**src/rtl/stream_pkt_fifo.sv**
```systemverilog
// -----------------------------------------------------------------------------
// stream_pkt_fifo
//   Per-output packet buffer that sits directly behind a stream_xbar master
//   port. It absorbs sink backpressure, keeps word order, the source id and
//   packet boundaries intact, and reports how many words and how many
//   complete packets it currently holds.
//
// Parameters
//   T_DATA_WIDTH  payload width in bits
//   T_ID___WIDTH  source-id width (matches the crossbar's m_id width)
//   DEPTH         storage depth in words, power of 2, >= 2
//
// Ports
//   clk, rst                       clock (rising edge), synchronous active-high reset
//   s_data_i/s_id_i/s_last_i       write word, id and end-of-packet flag
//   s_valid_i / s_ready_o          write handshake (s_ready_o registered)
//   m_data_o/m_id_o/m_last_o       head word, id and end-of-packet flag
//   m_valid_o / m_ready_i          read handshake (m_valid_o registered)
//   count_o                        words stored
//   pkt_count_o                    complete packets stored (stored words with last=1)
//
// Build option
//   STREAM_PKT_FIFO_SAF_EN  store-and-forward: the head is only presented once
//                           a complete packet is stored, or the FIFO is full
//                           with no complete packet (release mode).
//                           Undefined: cut-through.
// -----------------------------------------------------------------------------
module stream_pkt_fifo #(
  parameter int T_DATA_WIDTH = 8,
  parameter int T_ID___WIDTH = 2,
  parameter int DEPTH        = 8
) (
  input  logic                       clk,
  input  logic                       rst,
  input  logic [T_DATA_WIDTH-1:0]    s_data_i,
  input  logic [T_ID___WIDTH-1:0]    s_id_i,
  input  logic                       s_last_i,
  input  logic                       s_valid_i,
  output logic                       s_ready_o,
  output logic [T_DATA_WIDTH-1:0]    m_data_o,
  output logic [T_ID___WIDTH-1:0]    m_id_o,
  output logic                       m_last_o,
  output logic                       m_valid_o,
  input  logic                       m_ready_i,
  output logic [$clog2(DEPTH):0]     count_o,
  output logic [$clog2(DEPTH):0]     pkt_count_o
);

  localparam int AW = $clog2(DEPTH);
  localparam int CW = AW + 1;
  localparam int EW = 1 + T_ID___WIDTH + T_DATA_WIDTH;
  localparam logic [CW-1:0] DEPTH_C = CW'(DEPTH);

  // Storage entry layout: {last, id, data}
  logic [EW-1:0] mem_q [DEPTH];

  logic [CW-1:0] wr_ptr_q, wr_ptr_d;
  logic [CW-1:0] rd_ptr_q, rd_ptr_d;
  logic [CW-1:0] count_q, count_d;
  logic [CW-1:0] pkt_count_q, pkt_count_d;
  logic          s_ready_q, s_ready_d;
  logic          m_valid_q, m_valid_d;
  logic [EW-1:0] head_q, head_d;
  logic [EW-1:0] wr_word_d;
  logic          wr_en;
  logic          rd_en;
  logic          head_last;
`ifdef STREAM_PKT_FIFO_SAF_EN
  logic          release_q, release_d;
`endif

  // Next-state computation for pointers, counters, handshake flags and head.
  always_comb begin
    wr_en     = s_valid_i && s_ready_q;
    rd_en     = m_valid_q && m_ready_i;
    head_last = head_q[EW-1];
    wr_word_d = {s_last_i, s_id_i, s_data_i};

    if (wr_en) begin
      wr_ptr_d = wr_ptr_q + CW'(1);
    end else begin
      wr_ptr_d = wr_ptr_q;
    end

    if (rd_en) begin
      rd_ptr_d = rd_ptr_q + CW'(1);
    end else begin
      rd_ptr_d = rd_ptr_q;
    end

    case ({wr_en, rd_en})
      2'b10:   count_d = count_q + CW'(1);
      2'b01:   count_d = count_q - CW'(1);
      default: count_d = count_q;
    endcase

    case ({wr_en && s_last_i, rd_en && head_last})
      2'b10:   pkt_count_d = pkt_count_q + CW'(1);
      2'b01:   pkt_count_d = pkt_count_q - CW'(1);
      default: pkt_count_d = pkt_count_q;
    endcase

    // A full FIFO stays closed for the cycle of a read; space shows up one
    // edge later, which also removes any path from m_ready_i to s_ready_o.
    s_ready_d = (count_d != DEPTH_C);

    // The head register tracks the entry at the next read pointer. When that
    // entry is being written in this very cycle the RAM does not hold it yet,
    // so it is taken from the write port instead. With nothing stored the
    // head is left untouched so unwritten RAM never reaches the outputs.
    if (count_d == {CW{1'b0}}) begin
      head_d = head_q;
    end else if (wr_en && (rd_ptr_d == wr_ptr_q)) begin
      head_d = wr_word_d;
    end else begin
      head_d = mem_q[rd_ptr_d[AW-1:0]];
    end

`ifdef STREAM_PKT_FIFO_SAF_EN
    // Release opens the output when the FIFO is full of a single unfinished
    // packet; it closes again once that packet's last word has left.
    if (rd_en && head_last) begin
      release_d = 1'b0;
    end else if ((count_d == DEPTH_C) && (pkt_count_d == {CW{1'b0}})) begin
      release_d = 1'b1;
    end else begin
      release_d = release_q;
    end
    m_valid_d = (count_d != {CW{1'b0}}) &&
                ((pkt_count_d != {CW{1'b0}}) || (count_d == DEPTH_C) || release_d);
`else
    m_valid_d = (count_d != {CW{1'b0}});
`endif
  end

  // Control and head registers with synchronous reset.
  always_ff @(posedge clk) begin
    if (rst) begin
      wr_ptr_q    <= {CW{1'b0}};
      rd_ptr_q    <= {CW{1'b0}};
      count_q     <= {CW{1'b0}};
      pkt_count_q <= {CW{1'b0}};
      s_ready_q   <= 1'b0;
      m_valid_q   <= 1'b0;
      head_q      <= {EW{1'b0}};
    end else begin
      wr_ptr_q    <= wr_ptr_d;
      rd_ptr_q    <= rd_ptr_d;
      count_q     <= count_d;
      pkt_count_q <= pkt_count_d;
      s_ready_q   <= s_ready_d;
      m_valid_q   <= m_valid_d;
      head_q      <= head_d;
    end
  end

`ifdef STREAM_PKT_FIFO_SAF_EN
  // Store-and-forward release flag.
  always_ff @(posedge clk) begin
    if (rst) begin
      release_q <= 1'b0;
    end else begin
      release_q <= release_d;
    end
  end
`endif

  // Storage array write port; contents need no reset because entries are
  // only exposed through the head register after they have been written.
  always_ff @(posedge clk) begin
    if (wr_en) begin
      mem_q[wr_ptr_q[AW-1:0]] <= wr_word_d;
    end
  end

  assign s_ready_o   = s_ready_q;
  assign m_valid_o   = m_valid_q;
  assign m_last_o    = head_q[EW-1];
  assign m_id_o      = head_q[EW-2 -: T_ID___WIDTH];
  assign m_data_o    = head_q[T_DATA_WIDTH-1:0];
  assign count_o     = count_q;
  assign pkt_count_o = pkt_count_q;

endmodule

```
**config.mk**
```make
export PLATFORM = sky130hd
export DESIGN_NAME = stream_pkt_fifo
export DESIGN_NICKNAME = d
export VERILOG_FILES = /design/src/rtl/stream_pkt_fifo.sv
export SDC_FILE = /design/constraint.sdc
export NUM_CORES = 1
export LEC_CHECK = 0
export ABC_CLOCK_PERIOD_IN_PS = 2700
export CAP_MARGIN = 40
export CORE_UTILIZATION = 40
export CTS_CLUSTER_SIZE = 10
export DETAILED_ROUTE_END_ITERATION = 6
export DONT_BUFFER_PORTS = 1
export GPL_TIMING_DRIVEN = 0
export PLACE_DENSITY = 0.67
export SLEW_MARGIN = 5
export SYNTH_ARGS = -nofsm -noshare
export SYNTH_HDL_FRONTEND = slang
export SYNTH_SLANG_ARGS = --single-unit
```
**constraint.sdc**
```tcl
create_clock -name clk -period 2.7 [get_ports clk]
set_input_delay 0.54 -clock clk [delete_from_list [all_inputs] [get_ports clk]]
set_output_delay 0.54 -clock clk [all_outputs]
set_load 0.03 [all_outputs]
```
==> flow_summary.json <==
{
  "status": "completed",
  "seqPwrFrac_pct": 39.6,
  "design.die.area_um2": 13100,
  "p_comb_share_pct": 20.9,
  "num_vias": 3084,
  "start_kind": "flop",
  "dp_hpwl_mm": 7.25,
  "yosysMostFrequentCell": "edfxtp_1",
  "ys_seq_area_share_pct": 63.8,
  "yosys_warnings": 0,
  "yosys.area_share.xor_xnor_pct": 3.42,
  "grt_pass1_wl_mm": 17.5,
  "vias_per_cell": 5.40,
  "cts_tree": "yes",
  "cts_num_sinks": 117,
  "ir_worst_vdd_uv": 461,
  "drtIter0Drc": 183,
  "root_buffer": "clkbuf_16",
  "rrSetupSlack_ps": 110,
  "worstHoldPathCells": 0,
  "maxSlewViolCount": 0,
  "netlist_area_um2": 5050,
  "grt_antenna_before_repair": 0,
  "worst_r2r_startpoint": "s_ready_o",
  "worst_pin_slew_ps": 773,
  "hold_buffers": 0,
  "h-tree-depth": 4,
  "reg2reg_depth": 12,
  "synth_fa_ha_area_share_pct": 2.38,
  "crit_fanout": 10,
  "worstHoldStart": "s_data_i[5]",
  "min_path_type": "in -> reg",
  "yosys-top-cells-count": "edfxtp_1 (88), mux2_2 (42), dfxtp_1 (29), nor2_1 (24), o22ai_1 (22)",
  "rows": 40,
  "cpMostUsedCell": "buf_4",
  "syn-mean-instance-area_um2": 14.0,
  "drc": 0,
  "synth_area_leaders": "edfxtp_1 (52%), dfxtp_1 (11%), mux2_2 (9.4%)",
  "hold_ws_ps": 217,
  "swShare_pct": 29.2,
  "final_util_pct": 50.1,
  "grt_max_degree": 17,
  "drt_first_pass_iters": 4,
  "tns_ps": 0,
  "p_per_area_nw_per_um2": 999,
  "io_pins": 36,
  "syn_inst": 361,
  "p_switching_w": 0.00177,
  "die_w_um": 114,
  "async_reset_ff_share_pct": 0,
  "drv_cap": 0,
  "synth_compound_area_share_pct": 8.39,
  "hold_violations": 0,
  "fp.dieH_um": 114,
  "cp_cell_sequence": "nand2_4, ha_4, xor2_1, ha_1, a21oi_1, xnor2_2, and4_1, o211ai_1, buf_4, buf_4, o21ai_1, a31oi_1",
  "place_area_um2": 5380,
  "start_util_pct": 41.6,
  "synthMuxAreaShare_pct": 10.0,
  "slew_headroom_pct": 48.1,
  "yosysUniqueCellTypes": 56,
  "period_minus_slack_ps": 2590,
  "synth_top_area_share_pct": 52.3,
  "worstSetupPathType": "reg -> reg",
  "final_cell_area_um2": 6090,
  "synth.ff_latch_count": 117,
  "grt_usage_pct": 18.4,
  "timing.fmax_mhz": 387,
  "min_period_over_period_pct": 95.7,
  "overflow": 0,
  "arrival_ps": 2920,
  "dp_cells": 537,
  "worstHoldEndpoint": "mem_q[6][5]",
  "ant_nets": 0,
  "cts_buffers": 17,
  "cellInternalPower_w": 0.00431,
  "area_delta_synth_final_pct": 20.5,
  "synth_fp_nets": 385,
  "r2r_end": "head_q[3]",
  "drive_gt1_share_pct": 30.3,
  "wl_per_cell_um": 19.2,
  "setup_violations": 0,
  "portBuffers": 0,
  "clockPowerShare_pct": 39.5,
  "leakage_nw": 2.12,
  "instances_no_fill": 571,
  "diodes": 0,
  "ys.flop_type": "edfxtp_1",
  "clk_pin_slew_worst_paths_ps": 50,
  "clk_latency_ps": 420,
  "grt_pass1_vias": 3231,
  "synth.largest_area_cell": "edfxtp_1",
  "gp_congestion": 0.800,
  "cpPeakStageDelay_ps": 430,
  "synth_top_family_by_area": "multiplexers",
  "cp-end-kind": "flop",
  "finalNetCount": 414,
  "synth_edf_count": 88,
  "finalClockSkew_ps": 6.94,
  "slowest_stage": "dfxtp_4",
  "core_area_um2": 12200,
  "clockBufferDepth": 2,
  "postRouteWirelength_mm": 11.0,
  "required_ps": 3030,
  "synth_simple_gate_area_share_pct": 8.61
}
-- power groups by stage --
stage	Sequential, W	Combinational [W]	Clock (W)
3_5_place_dp	0.00243	0.00116	0
6_report	0.00241	0.00127	0.00240
3_3_place_gp	0.00242	0.00113	0
4_1_cts	0.00240	0.00125	0.00243
5_1_grt	0.00242	0.00138	0.00251
2_1_floorplan	0.00238	0.000912	0
-- timing repair --
item / CTS / global route
endpoints found under the setup margin: 12 / 12
setup buffers: 2 / 0
endpoints found under the hold margin: 0 / 0
gates resized for setup: 9 / 9
pin swaps: 1 / 0
-- cell usage in the layout, fill, tap and decap left out, types with 7 or more instances in the layout --
cell type	count
dfxtp_1	27
mux2_2	42
xor2_1	10
a21oi_1	7
o21ai_0	7
nor2_1	24
or3_1	12
clkbuf_16	17
nand2_1	13
ha_1	7
buf_6	10
o22ai_1	22
edfxtp_1	88
a31oi_1	9
-- metal layers --
layer  vias up  global-route usage (%)  wire (um)
li1       1432                       -          -
met1      1549                    21.2       4530
met2        76                    31.4       5580
met3        27                    5.72        595
met4         0                    8.92        279
met5         -                       0          0
-- logic make-up after synthesis --
family | count (synthesis)
XOR/XNOR | 18
flip-flops | 117
adder cells (fa/ha/maj) | 9
multiplexers | 45
buffers and inverters | 25
AO/OA/AOI/OAI | 65
AND/OR/NAND/NOR | 82
-- flip-flops by register name, indices dropped and copies added, names as in the netlist --
name / cells
pkt_count_o: 4
head_q: 11
wr_ptr_q: 4
mem_q: 88
rd_ptr_q: 4
s_ready_o: 1
count_o: 4
m_valid_o: 1
-- final cells by class --
cell class                 instances  area [um^2]
fill                            1005         6070
sequential                       117         3230
multi-input combinational        219         1730
clock buffer                      20          467
tap                              168          210
clock inverter                    12          175
buffer                            18          150
timing repair buffer              10          101
inverter                           7         28.8
-- worst max path at each step --
| stage | slack [ps] | start | cells after the start | endpoint |
|---|---|---|---|---|
| 3_5_place_dp | -530 | m_valid_o | 12 | head_q[3] |
| 6_report | 110 | s_ready_o | 12 | head_q[3] |
| 5_1_grt | -20 | s_ready_o | 12 | head_q[3] |
| 2_1_floorplan | 40 | s_valid_i | 11 | head_q[0] |
| 3_3_place_gp | -520 | s_valid_i | 2 | mem_q[0][6] |
| 4_1_cts | 20 | m_valid_o | 13 | head_q[3] |
-- worst max-delay path, delay by kind of cell, from the launching register on --
family | cells | cell delay, ps
AOI/OAI and AO/OA | 4 | 660
DFF | 1 | 430
adders and majority gates | 2 | 410
and+or+nand+nor | 2 | 350
buffers and inverters | 2 | 350
xor gates and xnor gates | 2 | 290
-- per-stage QoR --
stage | worst slack, ps | power, W
finish | 115 | 0.00608
global route | -18.7 | 0.00632
CTS | 21.1 | 0.00608
detailed placement | -529 | 0.00359
global placement | -521 | 0.00355
floorplan | 41.7 | 0.00329
Power figures use the tool's default switching activity.
